### config.mk
export PLATFORM = sky130hd
export DESIGN_NAME = data_mem_ctrl_flat
export DESIGN_NICKNAME = d
export VERILOG_FILES = /design/src/rtl/data_mem_ctrl_if.sv /design/src/rtl/data_mem_ctrl.sv /design/src/flat_wrapper.sv
export SDC_FILE = /design/constraint.sdc
export NUM_CORES = 2
export LEC_CHECK = 0
export ABC_AREA = 1
export CORE_ASPECT_RATIO = 1.2
export CORE_MARGIN = 4
export CORE_UTILIZATION = 60
export CTS_BUF_LIST = sky130_fd_sc_hd__clkbuf_8
export CTS_CLUSTER_SIZE = 14
export DETAILED_ROUTE_END_ITERATION = 10
export GPL_ROUTABILITY_DRIVEN = 0
export PLACE_DENSITY = 0.85
export SLEW_MARGIN = 40
export SYNTH_ARGS = -nofsm -noshare
export SYNTH_HDL_FRONTEND = slang
export SYNTH_SLANG_ARGS = --single-unit
### constraint.sdc
create_clock -name clk -period 6.57 [get_ports clk]
set_clock_uncertainty 0.1 [all_clocks]
set_input_delay 1.314 -clock clk [delete_from_list [all_inputs] [get_ports clk]]
set_output_delay 1.314 -clock clk [all_outputs]
set_load 0.02 [all_outputs]
### src/rtl/data_mem_ctrl_if.sv
// data_mem_ctrl_if: groups the store-drain and load port signals of data_mem_ctrl.
//   master : store buffer / load requester side (drives wr_pending, wr_addr, wr_data, rd_req, rd_addr)
//   slave  : memory controller side (drives wr_grant, rd_ready, rd_valid, rd_data)
interface data_mem_ctrl_if #(
    parameter int ADDR_W = 5,
    parameter int DATA_W = 33
);
    logic              wr_pending;
    logic [ADDR_W-1:0] wr_addr;
    logic [DATA_W-1:0] wr_data;
    logic              wr_grant;
    logic              rd_req;
    logic [ADDR_W-1:0] rd_addr;
    logic              rd_ready;
    logic              rd_valid;
    logic [DATA_W-1:0] rd_data;
    modport master (
        output wr_pending, wr_addr, wr_data, rd_req, rd_addr,
        input  wr_grant, rd_ready, rd_valid, rd_data
    );
    modport slave (
        input  wr_pending, wr_addr, wr_data, rd_req, rd_addr,
        output wr_grant, rd_ready, rd_valid, rd_data
    );
endinterface

### src/rtl/data_mem_ctrl.sv
// data_mem_ctrl: single-ported data memory with fixed-latency load/store controller and store-starvation bound.
//   clk  : clock, posedge
//   rst  : synchronous reset, active-low
//   bus  : data_mem_ctrl_if.slave (store drain: wr_pending/wr_addr/wr_data/wr_grant;
//          loads: rd_req/rd_addr/rd_ready/rd_valid/rd_data)
//   Optional macro DMEM_BYPASS_EN: forward the pending store's data to a same-address load.
module data_mem_ctrl #(
    parameter int ADDR_W       = 5,
    parameter int DATA_W       = 33,
    parameter int LAT          = 2,
    parameter int STARVE_LIMIT = 4
) (
    input  logic                clk,
    input  logic                rst,
    data_mem_ctrl_if.slave      bus
);
    typedef enum logic [1:0] {IDLE, RD_BUSY, WR_BUSY} state_t;
    state_t            state, state_nx;
    logic [2:0]        lat_cnt, lat_nx;
    logic [3:0]        starve_cnt, starve_nx;
    logic [ADDR_W-1:0] op_addr;
    logic [DATA_W-1:0] op_data, rd_hold;
    logic [DATA_W-1:0] mem [2**ADDR_W];
    logic              last, rd_acc, wr_acc;
`ifdef DMEM_BYPASS_EN
    logic              fwd;
`endif
    // Outputs are gated by rst so a reset cycle never shows a grant, a load result or readiness.
    always_comb begin
        last         = lat_cnt == 3'(LAT);
        bus.rd_ready = rst && state == IDLE && !(bus.wr_pending && starve_cnt == 4'(STARVE_LIMIT));
        rd_acc       = bus.rd_req && bus.rd_ready;
        wr_acc       = rst && state == IDLE && bus.wr_pending && !rd_acc;
        bus.rd_valid = rst && state == RD_BUSY && last;
        bus.wr_grant = rst && state == WR_BUSY && last;
`ifdef DMEM_BYPASS_EN
        bus.rd_data  = bus.rd_valid ? (fwd ? op_data : mem[op_addr]) : rd_hold;
`else
        bus.rd_data  = bus.rd_valid ? mem[op_addr] : rd_hold;
`endif
        state_nx     = state == IDLE ? (rd_acc ? RD_BUSY : wr_acc ? WR_BUSY : IDLE) : (last ? IDLE : state);
        lat_nx       = state == IDLE ? 3'd1 : lat_cnt + 3'd1;
        starve_nx    = (!bus.wr_pending || bus.wr_grant) ? 4'd0 :
                       (rd_acc && starve_cnt != 4'(STARVE_LIMIT)) ? starve_cnt + 4'd1 : starve_cnt;
    end
    always_ff @(posedge clk) begin
        if (!rst) begin
            state      <= IDLE;
            lat_cnt    <= 3'd0;
            starve_cnt <= 4'd0;
            op_addr    <= '0;
            op_data    <= '0;
            rd_hold    <= '0;
`ifdef DMEM_BYPASS_EN
            fwd        <= 1'b0;
`endif
            for (int i = 0; i < 2**ADDR_W; i++) mem[i] <= '0;
        end else begin
            state      <= state_nx;
            lat_cnt    <= lat_nx;
            starve_cnt <= starve_nx;
            if (rd_acc) begin
                op_addr <= bus.rd_addr;
`ifdef DMEM_BYPASS_EN
                // op_data is free during a load, so it carries the forwarded store value.
                fwd     <= bus.wr_pending && bus.rd_addr == bus.wr_addr;
                op_data <= bus.wr_data;
`endif
            end else if (wr_acc) begin
                op_addr <= bus.wr_addr;
                op_data <= bus.wr_data;
            end
            if (bus.rd_valid) rd_hold <= bus.rd_data;
            if (bus.wr_grant) mem[op_addr] <= op_data;
        end
    end
endmodule
### src/flat_wrapper.sv
// flat-port wrapper written by rule: the top's interface ports become plain ports
module data_mem_ctrl_flat 
#(
    parameter int ADDR_W       = 5,
    parameter int DATA_W       = 33,
    parameter int LAT          = 2,
    parameter int STARVE_LIMIT = 4
)
  (clk, rst, bus_wr_pending, bus_wr_addr, bus_wr_data, bus_rd_req, bus_rd_addr, bus_wr_grant, bus_rd_ready, bus_rd_valid, bus_rd_data);
  data_mem_ctrl_if #(.ADDR_W(ADDR_W), .DATA_W(DATA_W)) bus_i ();
  input  logic clk;
  input  logic rst;
  input wire logic [$bits(bus_i.wr_pending)-1:0] bus_wr_pending;
  input wire logic [$bits(bus_i.wr_addr)-1:0] bus_wr_addr;
  input wire logic [$bits(bus_i.wr_data)-1:0] bus_wr_data;
  input wire logic [$bits(bus_i.rd_req)-1:0] bus_rd_req;
  input wire logic [$bits(bus_i.rd_addr)-1:0] bus_rd_addr;
  output wire logic [$bits(bus_i.wr_grant)-1:0] bus_wr_grant;
  output wire logic [$bits(bus_i.rd_ready)-1:0] bus_rd_ready;
  output wire logic [$bits(bus_i.rd_valid)-1:0] bus_rd_valid;
  output wire logic [$bits(bus_i.rd_data)-1:0] bus_rd_data;
  assign bus_i.wr_pending = bus_wr_pending;
  assign bus_i.wr_addr = bus_wr_addr;
  assign bus_i.wr_data = bus_wr_data;
  assign bus_i.rd_req = bus_rd_req;
  assign bus_i.rd_addr = bus_rd_addr;
  assign bus_wr_grant = bus_i.wr_grant;
  assign bus_rd_ready = bus_i.rd_ready;
  assign bus_rd_valid = bus_i.rd_valid;
  assign bus_rd_data = bus_i.rd_data;
  data_mem_ctrl #(.ADDR_W(ADDR_W), .DATA_W(DATA_W), .LAT(LAT), .STARVE_LIMIT(STARVE_LIMIT)) u_core (.clk(clk), .rst(rst), .bus(bus_i));
endmodule
==> results.cfg <==
[critical_path]
cp_cell_sequence = buf_12 -> buf_16 -> buf_16 -> nand3_1 -> nand3_1 -> nand2_1 -> nand2_1 -> nand3_1 -> nand3_1 -> nand2_1 -> clkdlybuf4s50_1
worst_path_max_delay_cell = dfxtp_4
ff2ff_setup_slack_ns = 2.81
critPathMaxFanout = 100
cp_common_cell = nand3_1
path_class = register to primary output
critPathCaptureType = primary output
slowest_delay_ns = 0.91
critPathLaunchType = register
worst_ep_required_time_ns = 5.16
worstPathArrival_ns = 4.43

[power]
leakage_nw = 20.24
irDropWorstVdd_v = 0.0001489
power_density_mw_per_mm2 = 280.4

[synthesis]
seq_area_frac_synth_pct = 65.64
yosysTopAreaCell = edfxtp_1
yosysTopAreaCellShare_pct = 62.30
synth_fp_nets = 5265
ys_async_sr_fraction_pct = 0
synthesis.area_mm2 = 0.05090
synth_cells = 5214
ys.flop_type = edfxtp_1
yosys-top-cells-count = 1439 x nand2_1, 1060 x nor2_1, 1056 x edfxtp_1, 895 x nand3_1, 317 x clkbuf_1
synth_top_family_by_area = simple AND/OR/NAND/NOR gates
ys_warn_count = 0
synth_cell_type_count = 24
yosys.area_share.simple_pct = 27.89
syn_area_per_cell_um2 = 9.762
ys_top_cells_by_area = edfxtp_1 62%, nand2_1 11%, nand3_1 8.8%
muxShareOfSynthArea_pct = 0
synth-seq-cells = 1141
synth_compound_area_share_pct = 1.224
synth.most_common_cell = nand2_1
synthXorXnorAreaFrac_pct = 0.01721
synth_edf_count = 1056
synthAdderAreaFrac_pct = 0.09832

[floorplanning]
io_pins = 83
die_area_mm2 = 0.08958
die_x_um = 273.9
num_rows = 116
core_area_mm2 = 0.08375
die_h_um = 327.1
start_util_pct = 60.78

[grt]
grt_max_degree = 205
antenna_found_initial = 1
grt_usage_pct = 31.88
grt_pass1_wl_mm = 217.4
grt_pass1_vias = 38430
grt-ovfl-total = 0

[timing]
holdWs_ns = 0.3490
max_freq_mhz = 171.0
max_slew_margin_pct = 39.84
worst_slew_pin_slew_ns = 0.8956
setup_violations = 0
fin_tns_setup_ns = 0
slew_violations = 0
worst_slack_ns = 0.7217
hold_viol_final = 0
period_share_pct = 89.01
rsz0062_at_grt = no
min_period_ns = 5.848

[layout]
multi_input_area_mm2 = 0.01495
nNetsFinal = 5187
fillCellCount = 5951
area_growth_pct = 7.986
layout-drive-gt1-share_pct = 7.243
seq_area_mm2 = 0.03342
finalCoreUtilization_pct = 65.64

[routing]
wl_mm = 145.5
drt-pass1-iter-count = 7
drt_iter0_drc = 6424
via_per_inst = 6.210
wl_per_cell_um = 22.75
post-route-drc-count = 0
num_vias = 39717
ant_nets = 0

[cts]
clk_pin_slew_worst_paths_ns = 0.06
worstSkewPairLatency_ns = 0.86
clock_path_buffers = 3
post-cts-setup-buffers = 0
numCtsBuffers = 168
cts.sinks = 1141
cts_tree = done
ctsResizeCount = 0
cts-root-buf = clkbuf_8
postCtsHoldBufs = 0
h-tree-depth = 4

[min_path]
hold_path.class = register to register

[place]
numPortBuffers = 82
place_ws_ns = 1.480
place_hpwl_mm = 78.97

[run]
max-cap-violations = 0

[run_status]
outcome = completed
## cell families (layout without fill, tap and decap cells)
kind of cell	after synthesis	count (layout)
other	0	1
adder cells (fa/ha/maj)	4	4
buffers and inverters	503	563
AND/OR/NAND/NOR	3443	3443
XOR/XNOR	1	1
AO/OA/AOI/OAI	122	122
flip-flops	1141	1141
## layout make-up
cell class / instances / share of cell area [%]
tap: 1121 / 2.552
inverter: 59 / 0.4462
clock buffer: 176 / 4.407
antenna: 1 / 0.004553
clock inverter: 132 / 1.152
multi-input combinational: 3570 / 27.20
sequential: 1141 / 60.81
timing repair buffer: 196 / 3.428
## routing by layer
metal	GRT usage [%]	up-vias	routed length, um
met1	39.33	18409	47130
li1	-	17265	-
met4	17.44	0	7990
met5	0	-	0
met3	8.424	619	21100
met2	51.59	3424	69320
## stage by stage
| step | power (mW) | area [um^2] | std cells |
|---|---|---|---|
| 3_5_place_dp | 10.16 | 51810 | 6085 |
| 6_report | 15.41 | 54970 | 6396 |
| 2_1_floorplan | 9.502 | 50900 | 5214 |
| 5_1_grt | 15.86 | 54970 | 6396 |
| 4_1_cts | 15.34 | 54860 | 6393 |
| 3_3_place_gp | 10.11 | 51730 | 6083 |
## flip-flops by register name (all words and copies together), names as in the netlist, named ones only
name,flops
u_core.lat_cnt,3
u_core.mem,1056
u_core.op_addr,5
u_core.op_data,33
u_core.rd_hold,33
u_core.starve_cnt,4
u_core.state,2
## layout by cell type, fill, tap and decap left out, types with 41 or more instances in the layout
cell type and instances:
a21oi_1 75, clkbuf_8 176, buf_4 98, inv_1 111
clkinv_1 41, nor2_1 1060, nand2_1 1432, nand3_1 895
clkdlybuf4s50_1 81, dfxtp_1 81, edfxtp_1 1056
## worst max-delay path, delay by kind of cell (launching register included)
kind	cells	cell delay [ns]
flip-flops	1	0.91
AND/OR/NAND/NOR	7	1.00
buffers and inverters	4	1.64
## final timing paths
kind | depth (start not counted) | from | end
worst max-delay path | 11 | register | bus_rd_data[6]
worst min-delay path | 1 | u_core.starve_cnt[3] | u_core.starve_cnt[3]
worst max register to register | 11 | u_core.lat_cnt[0] | u_core.mem[2][17]
worst min register to register | 1 | u_core.starve_cnt[3] | u_core.starve_cnt[3]
## power breakdown
part / internal [mW] / switching, mW / total, mW
registers: 8.16 / 0.126 / 8.29
clock network: 2.60 / 2.72 / 5.32
logic: 0.430 / 1.38 / 1.81
total: 11.2 / 4.22 / 15.4
Note: power is estimated with default switching activity, not from simulation.
